**config.mk**
```make
export PLATFORM = sky130hd
export DESIGN_NAME = core_sequencer
export DESIGN_NICKNAME = d
export VERILOG_FILES = /design/src/rtl/core_sequencer_pkg.sv /design/src/rtl/core_sequencer_load_store_aligner.sv /design/src/rtl/core_sequencer.sv
export SDC_FILE = /design/constraint.sdc
export NUM_CORES = 1
export LEC_CHECK = 0
export BUFFER_PORTS_ARGS = -buffer_cell sky130_fd_sc_hd__clkbuf_2
export CAP_MARGIN = 20
export CORE_MARGIN = 4
export CORE_UTILIZATION = 54
export CTS_CLUSTER_SIZE = 28
export DETAILED_ROUTE_END_ITERATION = 8
export MAX_ROUTING_LAYER = met4
export PLACE_DENSITY_LB_ADDON = 0.05
export SYNTH_ARGS = -nofsm -noshare
export SYNTH_HDL_FRONTEND = slang
export SYNTH_HIERARCHICAL = 1
export SYNTH_SLANG_ARGS = --single-unit
```
**constraint.sdc**
```tcl
create_clock -name clock -period 6.05 [get_ports clock]
set_clock_uncertainty 0.2 [all_clocks]
set_input_delay 0.3025 -clock clock [delete_from_list [all_inputs] [get_ports clock]]
set_output_delay 0.3025 -clock clock [all_outputs]
set_load 0.005 [all_outputs]
```
**src/rtl/core_sequencer_pkg.sv**
```systemverilog
// Shared types and helpers for the multi-cycle core sequencer and its load/store aligner.
package core_sequencer_pkg;

    typedef enum logic [2:0] {
        FETCH_REQUEST  = 3'd0,
        FETCH_WAIT     = 3'd1,
        EXECUTE        = 3'd2,
        MEMORY_REQUEST = 3'd3,
        MEMORY_WAIT    = 3'd4,
        WRITEBACK      = 3'd5,
        HALTED         = 3'd6
    } sequencer_state_t;

    typedef enum logic [1:0] {
        TRAP_NONE                = 2'd0,
        TRAP_ILLEGAL_INSTRUCTION = 2'd1,
        TRAP_MISALIGNED_ACCESS   = 2'd2,
        TRAP_MEMORY_TIMEOUT      = 2'd3
    } trap_cause_t;

    // Encoding 3 is not a legal size and is handled as a word access.
    typedef enum logic [1:0] {
        SIZE_BYTE     = 2'd0,
        SIZE_HALFWORD = 2'd1,
        SIZE_WORD     = 2'd2
    } memory_size_t;

    // The memory port only ever sees word addresses.
    function automatic logic [31:0] word_align(input logic [31:0] address);
        return address & 32'hFFFF_FFFC;
    endfunction

endpackage

```
**src/rtl/core_sequencer_load_store_aligner.sv**
```systemverilog
// Combinational lane logic: store byte enables and lane replication, load lane
// extraction with sign/zero extension, and the misaligned-access flag.
module load_store_aligner
    import core_sequencer_pkg::*;
(
    input  memory_size_t size,
    input  logic [1:0]   offset,
    input  logic         load_unsigned,
    input  logic [31:0]  store_data,
    input  logic [31:0]  read_data,
    output logic [3:0]   byte_enable,
    output logic [31:0]  write_data,
    output logic [31:0]  load_value,
    output logic         misaligned
);

    logic [7:0]  byte_lane;
    logic [15:0] half_lane;

    assign byte_lane = read_data[{offset, 3'b000} +: 8];
    assign half_lane = offset[1] ? read_data[31:16] : read_data[15:0];

    // Select lanes and extension according to access size.
    always_comb begin
        // NOTE: every output gets a value before the case so no path leaves a latch behind.
        byte_enable = 4'b1111;
        write_data  = store_data;
        load_value  = read_data;
        misaligned  = 1'b0;
        case (size)
            SIZE_BYTE: begin
                byte_enable = 4'b0001 << offset;
                write_data  = {4{store_data[7:0]}};
                load_value  = {{24{~load_unsigned & byte_lane[7]}}, byte_lane};
            end
            SIZE_HALFWORD: begin
                byte_enable = 4'b0011 << offset;
                write_data  = {2{store_data[15:0]}};
                load_value  = {{16{~load_unsigned & half_lane[15]}}, half_lane};
                misaligned  = offset[0];
            end
            default: begin
                misaligned = (offset != 2'b00);
            end
        endcase
    end

endmodule

```
**src/rtl/core_sequencer.sv**
```systemverilog
// Multi-cycle control FSM for the tiny RISC-V core: shares one memory port between
// fetch and load/store, gates register-file and PC writes, and traps on illegal
// instructions, misaligned accesses and memory timeouts.
module core_sequencer
    import core_sequencer_pkg::*;
#(
    parameter int unsigned TIMEOUT_CYCLES = 255
) (
    input  logic        clock,
    input  logic        reset,
    input  logic        run_enable,
    input  logic [31:0] program_counter,
    input  logic        instruction_valid,
    input  logic        decoded_register_write_enable,
    input  logic        decoded_memory_read,
    input  logic        decoded_memory_write,
    input  logic [1:0]  memory_size,
    input  logic        load_unsigned,
    input  logic [31:0] data_address,
    input  logic [31:0] store_data,
    output logic        memory_request_valid,
    input  logic        memory_request_ready,
    output logic [31:0] memory_address,
    output logic        memory_write_enable,
    output logic [3:0]  memory_byte_enable,
    output logic [31:0] memory_write_data,
    input  logic        memory_response_valid,
    input  logic [31:0] memory_read_data,
    output logic [31:0] instruction,
    output logic [31:0] load_data,
    output logic        register_write_strobe,
    output logic        pc_update_enable,
    output logic        halted,
    output logic [1:0]  trap_cause
);

    localparam int unsigned COUNT_WIDTH = (TIMEOUT_CYCLES > 0) ? $clog2(TIMEOUT_CYCLES + 1) : 1;
    localparam logic [COUNT_WIDTH-1:0] TIMEOUT_LIMIT = COUNT_WIDTH'(TIMEOUT_CYCLES);

    sequencer_state_t       state;
    trap_cause_t            trap_q;
    logic                   fetch_pending;
    logic [31:0]            address_q;
    memory_size_t           size_q;
    logic [1:0]             offset_q;
    logic                   unsigned_q;
    logic [COUNT_WIDTH-1:0] timeout_count;

    logic                   in_execute;
    logic                   memory_access;
    logic                   counting;
    logic                   timeout_hit;
    memory_size_t           align_size;
    logic [1:0]             align_offset;
    logic                   align_unsigned;
    logic [3:0]             align_byte_enable;
    logic [31:0]            align_write_data;
    logic [31:0]            align_load_value;
    logic                   align_misaligned;

    assign trap_cause    = trap_q;
    assign in_execute    = (state == EXECUTE);
    assign memory_access = decoded_memory_read | decoded_memory_write;

    // The decoder drives the aligner during EXECUTE; afterwards the latched access shape does.
    assign align_size     = in_execute ? memory_size_t'(memory_size) : size_q;
    assign align_offset   = in_execute ? data_address[1:0] : offset_q;
    assign align_unsigned = in_execute ? load_unsigned : unsigned_q;

    assign counting = ((state == FETCH_REQUEST) && memory_request_valid) ||
                      (state == FETCH_WAIT) || (state == MEMORY_REQUEST) ||
                      (state == MEMORY_WAIT);
    assign timeout_hit = (TIMEOUT_CYCLES != 0) && (timeout_count == TIMEOUT_LIMIT);

    load_store_aligner u_aligner (
        .size          (align_size),
        .offset        (align_offset),
        .load_unsigned (align_unsigned),
        .store_data    (store_data),
        .read_data     (memory_read_data),
        .byte_enable   (align_byte_enable),
        .write_data    (align_write_data),
        .load_value    (align_load_value),
        .misaligned    (align_misaligned)
    );

    // Request valid, fetch address and commit strobes decoded from the current state.
    always_comb begin
        memory_request_valid  = 1'b0;
        memory_address        = address_q;
        register_write_strobe = 1'b0;
        pc_update_enable      = 1'b0;
        case (state)
            FETCH_REQUEST: begin
                // A fetch already presented stays up even if run_enable drops.
                memory_request_valid = run_enable | fetch_pending;
                if (!fetch_pending) begin
                    memory_address = word_align(program_counter);
                end
            end
            EXECUTE: begin
                if (instruction_valid && !memory_access) begin
                    register_write_strobe = decoded_register_write_enable;
                    pc_update_enable      = 1'b1;
                end
            end
            MEMORY_REQUEST: memory_request_valid = 1'b1;
            MEMORY_WAIT: begin
                if (memory_response_valid && !timeout_hit && memory_write_enable) begin
                    pc_update_enable = 1'b1;
                end
            end
            WRITEBACK: begin
                register_write_strobe = 1'b1;
                pc_update_enable      = 1'b1;
            end
            default: ;
        endcase
    end

    // Sequencer state, request registers, trap status and timeout counter.
    always_ff @(posedge clock) begin
        // NOTE: sequential state uses non-blocking assignments so every register samples pre-edge values.
        if (reset) begin
            state               <= FETCH_REQUEST;
            trap_q              <= TRAP_NONE;
            fetch_pending       <= 1'b0;
            address_q           <= '0;
            size_q              <= SIZE_BYTE;
            offset_q            <= '0;
            unsigned_q          <= 1'b0;
            timeout_count       <= '0;
            memory_write_enable <= 1'b0;
            memory_byte_enable  <= '0;
            memory_write_data   <= '0;
            instruction         <= '0;
            load_data           <= '0;
            halted              <= 1'b0;
        end else if (counting && timeout_hit) begin
            // Timeout wins over any handshake or response in the same cycle.
            state               <= HALTED;
            trap_q              <= TRAP_MEMORY_TIMEOUT;
            halted              <= 1'b1;
            fetch_pending       <= 1'b0;
            memory_write_enable <= 1'b0;
            timeout_count       <= '0;
        end else begin
            case (state)
                FETCH_REQUEST: begin
                    if (memory_request_valid) begin
                        if (memory_request_ready) begin
                            state         <= FETCH_WAIT;
                            fetch_pending <= 1'b0;
                            timeout_count <= '0;
                        end else begin
                            fetch_pending <= 1'b1;
                            address_q     <= memory_address;
                            timeout_count <= timeout_count + 1'b1;
                        end
                    end
                end
                FETCH_WAIT: begin
                    if (memory_response_valid) begin
                        instruction   <= memory_read_data;
                        state         <= EXECUTE;
                        timeout_count <= '0;
                    end else begin
                        timeout_count <= timeout_count + 1'b1;
                    end
                end
                EXECUTE: begin
                    if (!instruction_valid) begin
                        state  <= HALTED;
                        trap_q <= TRAP_ILLEGAL_INSTRUCTION;
                        halted <= 1'b1;
                    end else if (memory_access && align_misaligned) begin
                        state  <= HALTED;
                        trap_q <= TRAP_MISALIGNED_ACCESS;
                        halted <= 1'b1;
                    end else if (memory_access) begin
                        address_q           <= word_align(data_address);
                        memory_write_enable <= decoded_memory_write;
                        memory_byte_enable  <= align_byte_enable;
                        memory_write_data   <= align_write_data;
                        size_q              <= align_size;
                        offset_q            <= data_address[1:0];
                        unsigned_q          <= load_unsigned;
                        state               <= MEMORY_REQUEST;
                    end else begin
                        state <= FETCH_REQUEST;
                    end
                end
                MEMORY_REQUEST: begin
                    if (memory_request_ready) begin
                        state         <= MEMORY_WAIT;
                        timeout_count <= '0;
                    end else begin
                        timeout_count <= timeout_count + 1'b1;
                    end
                end
                MEMORY_WAIT: begin
                    if (memory_response_valid) begin
                        timeout_count <= '0;
                        if (memory_write_enable) begin
                            memory_write_enable <= 1'b0;
                            state               <= FETCH_REQUEST;
                        end else begin
                            load_data <= align_load_value;
                            state     <= WRITEBACK;
                        end
                    end else begin
                        timeout_count <= timeout_count + 1'b1;
                    end
                end
                WRITEBACK: state <= FETCH_REQUEST;
                default: ;
            endcase
        end
    end

endmodule

```
==> results.yml, run 1 <==
routing:
  vias: 8520
  drt_wl_total_um: 24500
  drc: 0
  firstDrtPassIters: 5
  avgRoutedWirePerCell_um: 15.9
  drt.antenna.violating_nets: 0
  dr.first_iter.drc_count: 787
  vias_per_cell: 5.54
die:
  dieWidth_um: 127
  start_util_pct: 55.2
  io_pins: 279
  dieArea_um2: 16200
  row_count: 43
  design.core.area_um2: 13900
  die-height_um: 127
clocking:
  cts_buffers: 17
  ctsLongestPathBuffers: 2
  root_buffer: "clkbuf_16"
  cts_sinks: 153
  clk_pin_slew_worst_paths_ns: 0.06
  post-cts-setup-buffer-count: 0
  clk_latency_ns: 0.42
  cts_tree: "yes"
  cts_max_level: 4
timing:
  fin_crit_sh_pct: 69.0
  tns_ns: 0
  period_needed_ns: 4.18
  rsz0062_at_grt: "no"
  setup_viol: 0
  hold_viol: 0
  relSlewSlack_pct: 29.9
  report.final.slew_viol_count: 0
  fmax_mhz: 239
  setup_slack_ns: 1.87
  hold_slack_ns: 0.0154
  worstMarginPinSlew_ns: 1.05
pwr:
  power_density_nw_per_um2: 428
  p_int_mw: 2.61
  pwr-share-clk_pct: 25.5
  p_total_mw: 4.33
  netSwitchingFraction_pct: 39.7
  irDropWorstVdd_mv: 0.381
  leakagePower_nw: 4.41
  combPwrFrac_pct: 45.1
  switchingPower_mw: 1.72
  seqPwrFrac_pct: 29.4
worst_setup_path:
  arrival_ns: 4.31
  crit_type: "flop to flop"
  crit_fanout: 30
  crit_start: "state[2]$_SDFFE_PP0P_"
  worstPathRequired_ns: 6.19
  r2r-start: "state[2]$_SDFFE_PP0P_"
  endpoint_kind: "flop"
  startpoint_type: "flop"
final_layout:
  stdcell_count: 1539
  final_layout_size_suffix_gt1_share_pct: 25.8
  nNetsFinal: 1490
  area_growth_pct: 31.6
  antenna_cells: 0
  post-route-util_pct: 72.6
  final_area_um2: 10100
yosys:
  synth_edf_count: 0
  netlist_area_um2: 7690
  synth.distinct_cells: 56
  ys.flop_type: "dfxtp_1"
  synthArstFlopShare_pct: 0
  seq_area_frac_synth_pct: 39.8
  synth_nets: 1223
  ys.warnings.count: 6
  synthCells: 1080
  syn_area_per_cell_um2: 7.12
  ys_seq_elements: 153
place:
  dp_slack_ns: 2.01
  io_buffer_count: 276
  placed_cells: 1460
  gp_congestion: 0.909
  place_hpwl_um: 16600
  place_area_um2: 9020
global_route:
  grt_max_degree: 87
  grt_pass1_wl_um: 38500
  grt-ovfl-total: 0
  first_global_vias: 7720
  antenna_found_initial: 0
  grt_util_all_layers_pct: 30.0
min_path:
  hold_start: "data_address[17]"
  min-delay-path-class: "primary input to flop"
job:
  maxCapViolations: 0
run_status:
  status: "complete, no violations"
-- path summary, 6_finish.rpt --
kind	to	slack, ns	depth (start not counted)
min	address_q[17]$_SDFFE_PP0P_	0.02	3
max	address_q[19]$_SDFFE_PP0P_	1.87	10
max reg2reg	address_q[19]$_SDFFE_PP0P_	1.87	10
min reg2reg	address_q[5]$_SDFFE_PP0P_	0.25	2
-- worst max-delay path, stage by stage (launching register included) --
cell	delay (ns)
dfxtp_1	0.91
nor3b_2	0.18
nand2_1	0.12
nand2_1	0.44
o21ai_0	0.31
nand2_1	0.13
nor2b_1	0.27
a32o_1	0.25
o211a_1	0.86
o211ai_1	0.20
a21oi_1	0.19
-- Yosys cell counts (5+ instances only) --
cell type  number  area, um^2
buf_6           5        56.3
buf_2          17        85.1
nand2_1       415        1560
o211ai_1       39         293
o21ai_0        15        75.1
nor3_1         10        50.1
clkbuf_1       54         203
nand3_1        25         125
mux2i_1        20         200
mux2_2         19         214
inv_1           9        33.8
nor2_1         34         128
dfxtp_1       153        3060
buf_4           9        67.6
buf_1           5        18.8
xnor2_1         6        52.6
a21oi_1       178         891
-- power by group through the flow --
stage	clock [mW]	combinational (mW)	sequential (mW)
after floorplan	0	1.37	1.25
after global routing	1.16	2.16	1.29
after global placement	0	1.85	1.29
after detailed placement	0	1.90	1.29
after CTS	1.12	1.94	1.27
final	1.10	1.95	1.27
-- layout make-up --
type / instances / area, um^2
inverter: 9 / 33.8
clock buffer: 24 / 502
sequential: 153 / 3060
timing repair buffer: 338 / 1990
fill: 1174 / 3810
clock inverter: 7 / 114
tap: 180 / 225
multi-input combinational: 828 / 4190
-- cells in the final DEF (no fill, tap or decap), types with 3 or more instances in the layout --
cell type and count:
a211o_1 4, a21oi_1 178, a221o_1 4, and3_1 4
buf_4 14, bufinv_16 3, clkbuf_16 17, clkbuf_2 275
clkbuf_8 5, clkinv_2 3, dfxtp_1 153, dlygate4sd3_1 48
ha_1 3, inv_1 9, mux2_2 19, mux2i_1 20
nand2_1 415, nand2b_1 3, nand3_1 25, nand4_1 3
nor2_1 34, nor2b_1 3, nor3_1 9, o211ai_1 39
o21ai_0 15, xnor2_1 6
-- registers in the layout, summed over array words and instances, names as in the netlist --
register,count
halted,1
load_data,32
size_q,2
trap_cause,2
timeout_count,8
address_q,32
memory_write_enable,1
state,3
memory_byte_enable,4
instruction,32
offset_q,2
fetch_pending,1
unsigned_q,1
memory_write_data,32
-- cell families after synthesis --
group,after synthesis,synth area share [%]
buf+inv,99,6.04
xor+xnor,7,0.797
flops,153,39.8
fa+ha+maj,3,0.488
mux,40,5.68
compound gates,263,20.0
simple gates,515,27.2
-- what timing repair did --
action	4_1_cts	5_1_grt
endpoints found under the hold margin	48	0
gates resized for setup	0	0
hold buffers	48	0
-- per-layer routing --
metal / up-vias / part of all wire, % / global-route usage (%)
li1: 4162 / - / -
met1: 3909 / 41 / 37.7
met2: 388 / 48 / 47.7
met3: 61 / 8.4 / 7.40
met4: 0 / 2.8 / 9.84
met5: - / 0 / -
Note: power is estimated with default switching activity, not from simulation.
==> run 2, diff against run 1 <==
Settings changed: ABC_AREA set to 1, CORE_UTILIZATION 54 to 51.
Clock period 6.05 ns to 4 ns, I/O delays scaled along.
==> run 2 against run 1 <==
Routed wire length is 5.9% higher. Critical endpoint is now memory_write_enable$_SDFFE_PP0P_. Sequential share of layout area down 3.1 points. Sequential power up 61%. Worst hold slack got worse by 0.010 ns. Largest power group unchanged. Highest routed layer unchanged. Flip-flop and latch count unchanged. Critical path depth is 5 higher. Global-route usage decreased by 1.9 points. Non-clock buffer count grew 41. Synthesized cell count rose by 32%. Synthesized area up 9.4%.
==> results.yml, run 2 <==
run_status:
  status: "complete, no violations"
routing:
  vias: 9497
  dr.first_iter.drc_count: 666
  drc: 0
  drt.antenna.violating_nets: 0
  firstDrtPassIters: 5
  vias_per_cell: 4.80
  avgRoutedWirePerCell_um: 13.1
  drt_wl_total_um: 25900
yosys:
  ys.warnings.count: 6
  netlist_area_um2: 8410
  ys.flop_type: "dfxtp_1"
  ys_seq_elements: 153
  synthTopCellsByArea: "dfxtp_1 (36%), nand2_1 (22%), nor2_1 (13%), inv_1 (7.5%), nand3_1 (4.7%)"
  synth.distinct_cells: 31
  seq_area_frac_synth_pct: 36.4
  synthCells: 1430
  synth_nets: 1573
  synth_common_cells: "nand2_1 (500), nor2_1 (302), inv_1 (169)"
  synth_largest_area_cell: "dfxtp_1"
  synth.most_common_cell: "nand2_1"
  synth_top_area_share_pct: 36.4
  synthArstFlopShare_pct: 0
  synth_edf_count: 0
  syn_area_per_cell_um2: 5.88
global_route:
  busiest_layer: "met2"
  antenna_found_initial: 0
  grt_util_all_layers_pct: 28.1
  grt_pass1_wl_um: 41100
  grtUsageMet1_pct: 36.5
  use_met2_pct: 45.8
  grt_max_degree: 70
  first_global_vias: 8441
  use_met3_pct: 4.77
  grt-ovfl-total: 0
final_layout:
  antenna_cells: 0
  num-fill-cells: 1450
  nNetsFinal: 1893
  final_common_cell: "nand2_1"
  area_growth_pct: 34.1
  final_cell_mix: "nand2_1 (500), nor2_1 (301), clkbuf_2 (276), inv_1 (168), dfxtp_1 (153)"
  final_layout_size_suffix_gt1_share_pct: 19.4
clocking:
  cts_buffers: 17
  cts_tree: "yes"
  clk_pin_slew_worst_paths_ns: 0.06
  cts_max_level: 4
  post-cts-setup-buffer-count: 0
  ctsLongestPathBuffers: 2
  cts_sinks: 153
  root_buffer: "clkbuf_16"
  clk_latency_ns: 0.42
worst_setup_path:
  worstPathCellList: "inv_2 > nor3_4 > buf_4 > o21ai_1 > nand2_2 > inv_2 > nand2_1 > a22oi_1 > inv_1 > nand2_1 > nor2_1 > nand2_1 > clkinv_2 > nand3_1 > a21oi_1"
  slowest_delay_ns: 0.49
  crit_type: "flop to flop"
  crit_slowest_cell: "dfxtp_1"
  arrival_ns: 3.73
  critPathMostFrequentCell: "nand2_1"
  endpoint_kind: "flop"
  worstPathRequired_ns: 4.16
  crit_fanout: 40
  startpoint_type: "flop"
timing:
  fin_crit_sh_pct: 89.3
  tns_ns: 0
  setup_slack_ns: 0.430
  setup_viol: 0
  hold_viol: 0
  fmax_mhz: 280
  report.final.slew_viol_count: 0
  rsz0062_at_grt: "no"
  relSlewSlack_pct: 51.5
  worstMarginPinSlew_ns: 0.726
  period_needed_ns: 3.57
die:
  dieWidth_um: 136
  design.core.area_um2: 16000
  row_count: 46
  io_pins: 279
  die-height_um: 136
  start_util_pct: 52.6
  dieArea_um2: 18600
place:
  place_hpwl_um: 17700
  gp_congestion: 0.914
  io_buffer_count: 276
  dp_slack_ns: 0.359
pwr:
  leakagePower_nw: 6.30
  power_density_nw_per_um2: 682
  irDropWorstVdd_mv: 0.341
min_path:
  min-delay-path-class: "primary input to flop"
job:
  maxCapViolations: 0
## run 2: cell types whose count changed after synthesis, sizes merged, moves of 20 or more
cell / delta
o21ai: +42
nand2: +86
inv: +167
clkbuf: -25
mux2i: -20
nor2: +270
o211ai: -30
a21oi: -166
nand3: +60
and2: +28
## run 2: cell type report
type / count / area, um^2 / area share [%]
clock buffers: 19 / 453 / 4.02
clock inverters: 12 / 125 / 1.11
inverters: 176 / 664 / 5.89
multi-input cells: 1023 / 4310 / 38.3
flip-flops and latches: 153 / 3060 / 27.2
well taps: 216 / 270 / 2.40
repair buffers: 379 / 2390 / 21.2
## run 2: routing by layer
layer | vias to the layer above | wire length (um)
met1 | 4159 | 11500
met3 | 36 | 1850
met4 | 0 | 404
li1 | 4925 | -
met5 | - | 0
met2 | 377 | 12200
## run 2: logic make-up after synthesis
| kind of cell | after synthesis | synth area share (%) |
|---|---|---|
| flops | 153 | 36.4 |
| compound gates | 84 | 5.43 |
| fa+ha+maj | 3 | 0.446 |
| simple gates | 933 | 44.9 |
| buf+inv | 254 | 12.5 |
| xor+xnor | 3 | 0.313 |
## run 2: worst max-delay path: cells and delay by family (launching register included)
family                 cells  cell delay [ns]
and+or+nand+nor            7             1.05
AOI/OAI and AO/OA          3             0.45
buffers and inverters      5             1.29
DFF                        1             0.49
## run 2: final timing paths
kind                                                start                                 end  slack [ns]  depth (start not counted)
worst max-delay path                state[1]$_SDFFE_PP0P_    memory_write_enable$_SDFFE_PP0P_        0.43                         15
worst min register to register  address_q[0]$_SDFFE_PP0P_           address_q[0]$_SDFFE_PP0P_        0.24                          2
worst min-delay path                       store_data[18]  memory_write_data[18]$_SDFFE_PP0P_       0.005                          5
worst max register to register      state[1]$_SDFFE_PP0P_    memory_write_enable$_SDFFE_PP0P_        0.43                         15
## run 2: stage by stage
stage / power [mW] / utilization, % / hold WS [ns] / cells / instance area (um^2)
floorplan: 4.90 / - / 0.0691 / 1430 / 8410
global placement: 5.97 / 61.1 / 0.232 / 1856 / 9780
detailed placement: 6.02 / 61.1 / 0.235 / 1856 / 9780
CTS: 7.70 / 70.4 / 0.00155 / 1978 / 11300
global route: 8.43 / 70.5 / 0.0429 / 1978 / 11300
finish: 7.69 / 70.5 / 0.00516 / 1978 / 11300
## run 2: repair_timing
action	CTS	global route
hold endpoints to repair	107	0
setup endpoints to repair	0	3
gates resized for setup	0	2
hold buffers	91	0
## run 2: report_power, final
part | switching [mW] | internal [mW]
Clock | 0.650 | 0.945
Combinational | 2.54 | 1.52
Sequential | 0.171 | 1.86
==> run 3, diff against run 2 <==
Settings changed: CORE_UTILIZATION 51 to 50, MAX_ROUTING_LAYER met4 to unset, SYNTH_HIERARCHICAL 1 to unset.
==> run 3 against run 2 <==
Sequential share of layout area is 1.4 points higher. Highest routed layer unchanged. Utilization fell by 0.26 points. Largest cell class unchanged. Critical endpoint is now load_data[5]$_SDFFE_PP0P_. Clock-buffer cell count rose by 4.
==> results.yml, run 3 <==
worst_setup_path:
  slowest_delay_ns: 0.56
  crit_slowest_cell: "dlygate4sd3_1"
  worst_r2r_path_depth: 12
  crit_fanout: 25
  worstPathRequired_ns: 4.16
  startpoint_type: "flop"
  crit_type: "flop to flop"
  critPathMostFrequentCell: "nand2_1"
  worstPathCellList: "nand2_1 > nor2_2 > nand2_1 > nand2_2 > inv_2 > buf_4 > nor3_2 > nand2_1 > nand3_1 > a21oi_1 > dlygate4sd3_1 > nor2_1"
  crit_family: "simple AND/OR/NAND/NOR gates"
  path_buf_inv: 3
  arrival_ns: 3.53
  cp_num_cells: 12
  endpoint_kind: "flop"
routing:
  vias: 8589
  avgRoutedWirePerCell_um: 14.0
  drt_wl_total_um: 24300
  dr.first_iter.drc_count: 547
  vias_per_cell: 4.94
  drc: 0
  drt.antenna.violating_nets: 0
  firstDrtPassIters: 7
timing:
  setup_viol: 0
  relSlewSlack_pct: 37.2
  fmax_mhz: 297
  tns_ns: 0
  fin_crit_sh_pct: 84.1
  report.final.slew_viol_count: 0
  hold_viol: 0
  worstMarginPinSlew_ns: 0.941
  rsz0062_at_grt: "no"
  period_needed_ns: 3.36
yosys:
  synth.most_common_cell: "nand2_1"
  ys_seq_elements: 153
  synth_edf_count: 0
  ys.flop_type: "dfxtp_1"
  synth_common_cells: "nand2_1 (308), nor2_1 (159), dfxtp_1 (153)"
  netlist_area_um2: 7800
  ys.warnings.count: 0
  synthCells: 1183
  syn_area_per_cell_um2: 6.60
  seq_area_frac_synth_pct: 39.2
  synthArstFlopShare_pct: 0
  synth_nets: 1324
  synthTopCellsByArea: "dfxtp_1 (39%), nand2_1 (15%), nor2_1 (7.6%), o21ai_0 (6.6%), inv_1 (6.5%)"
  synth_largest_area_cell: "dfxtp_1"
  synth_top_area_share_pct: 39.2
  synth.distinct_cells: 41
clocking:
  cts_buffers: 17
  cts_sinks: 153
  post-cts-setup-buffer-count: 0
  ctsLongestPathBuffers: 2
  root_buffer: "clkbuf_16"
  clk_pin_slew_worst_paths_ns: 0.06
  cts_tree: "yes"
  clk_latency_ns: 0.42
  cts_max_level: 4
global_route:
  grt-ovfl-total: 0
  grtUsageMet1_pct: 35.6
  grt_pass1_wl_um: 39300
  antenna_found_initial: 1
  busiest_layer: "met2"
  first_global_vias: 7892
  grt_max_degree: 66
  grt_util_all_layers_pct: 26.9
  use_met3_pct: 6.27
  use_met2_pct: 43.3
die:
  row_count: 45
  io_pins: 279
  start_util_pct: 51.1
  dieWidth_um: 133
  design.core.area_um2: 15300
  die-height_um: 133
  dieArea_um2: 17700
final_layout:
  final_area_um2: 10700
  final_common_cell: "nand2_1"
  area_growth_pct: 37.3
  final_layout_size_suffix_gt1_share_pct: 23.4
  num-fill-cells: 1320
  nNetsFinal: 1655
  multi_input_area_um2: 3820
  final_cell_mix: "nand2_1 (308), clkbuf_2 (276), nor2_1 (159), dfxtp_1 (153), inv_1 (135)"
  regArea_um2: 3060
run_status:
  status: "complete, no violations"
min_path:
  min-delay-path-class: "primary input to flop"
  hold_depth: 4
place:
  place_area_um2: 9130
  gp_congestion: 0.879
  io_buffer_count: 276
  place_hpwl_um: 16400
job:
  maxCapViolations: 0
pwr:
  leakagePower_nw: 5.58
  power_density_nw_per_um2: 396
  irDropWorstVdd_mv: 0.298
## run 3: per-stage QoR
step                      instances  util (%)  hold slack, ns  setup slack (ns)  total power, mW
after floorplan                1183         -           0.135              2.02             2.23
after global placement         1610      59.8           0.233              1.00             2.49
after detailed placement       1610      59.8           0.240             0.966             2.49
after CTS                      1737      70.2         0.00129             0.696             4.27
after global routing           1738      70.2          0.0329             0.440             4.46
final                          1738      70.2          0.0186             0.636             4.25
## run 3: logic make-up after synthesis
| logic type | Yosys count | share of synthesized area (%) |
|---|---|---|
| AOI/OAI and AO/OA | 284 | 20.4 |
| xor gates and xnor gates | 2 | 0.225 |
| adders and majority gates | 1 | 0.160 |
| buffers and inverters | 212 | 11.8 |
| DFF | 153 | 39.2 |
| and+or+nand+nor | 531 | 28.1 |
## run 3: layer usage
layer / share of wire [%] / vias up / wire, um
li1: - / 4425 / -
met1: 44 / 3764 / 10600
met2: 46 / 356 / 11200
met3: 7.9 / 44 / 1930
met4: 2.4 / 0 / 592
met5: 0 / - / 0
## run 3: worst paths after layout
| kind | from | end | slack, ns |
|---|---|---|---|
| setup / recovery | state[1]$_SDFFE_PP0P_ | load_data[5]$_SDFFE_PP0P_ | 0.64 |
| hold / removal | instruction_valid | trap_cause[0]$_SDFFE_PP0P_ | 0.02 |
| setup reg to reg | state[1]$_SDFFE_PP0P_ | load_data[5]$_SDFFE_PP0P_ | 0.64 |
| hold reg to reg | instruction[11]$_SDFFE_PP0P_ | instruction[11]$_SDFFE_PP0P_ | 0.25 |
## run 3: layout make-up
| type | count | area share (%) |
|---|---|---|
| Multi-Input combinational cell | 818 | 35.6 |
| Clock inverter | 8 | 1.33 |
| Inverter | 144 | 5.08 |
| Timing Repair Buffer | 380 | 22.4 |
| Clock buffer | 23 | 4.46 |
| Sequential cell | 153 | 28.6 |
| Tap cell | 211 | 2.46 |
| Antenna cell | 1 | 0.0234 |
## run 3: power by group
part           switching, mW  internal (mW)  leakage, nW
clock                  0.610           1.09        0.303
combinational          0.542          0.353         4.03
sequential            0.0388           1.62         1.24
total                   1.19           3.06         5.58
## run 3: worst register-to-register path: stages, from the launching register on
cell and delay, ns:
dfxtp_1 0.51, nand2_1 0.11, nor2_2 0.18, nand2_1 0.09
nand2_2 0.31, inv_2 0.33, buf_4 0.33, nor3_2 0.37
nand2_1 0.09, nand3_1 0.10, a21oi_1 0.05, dlygate4sd3_1 0.56
nor2_1 0.08
## run 3: repair_timing
item / in CTS / in global routing
hold endpoints to repair: 112 / 0
resized for setup: 0 / 0
hold buffers: 96 / 0
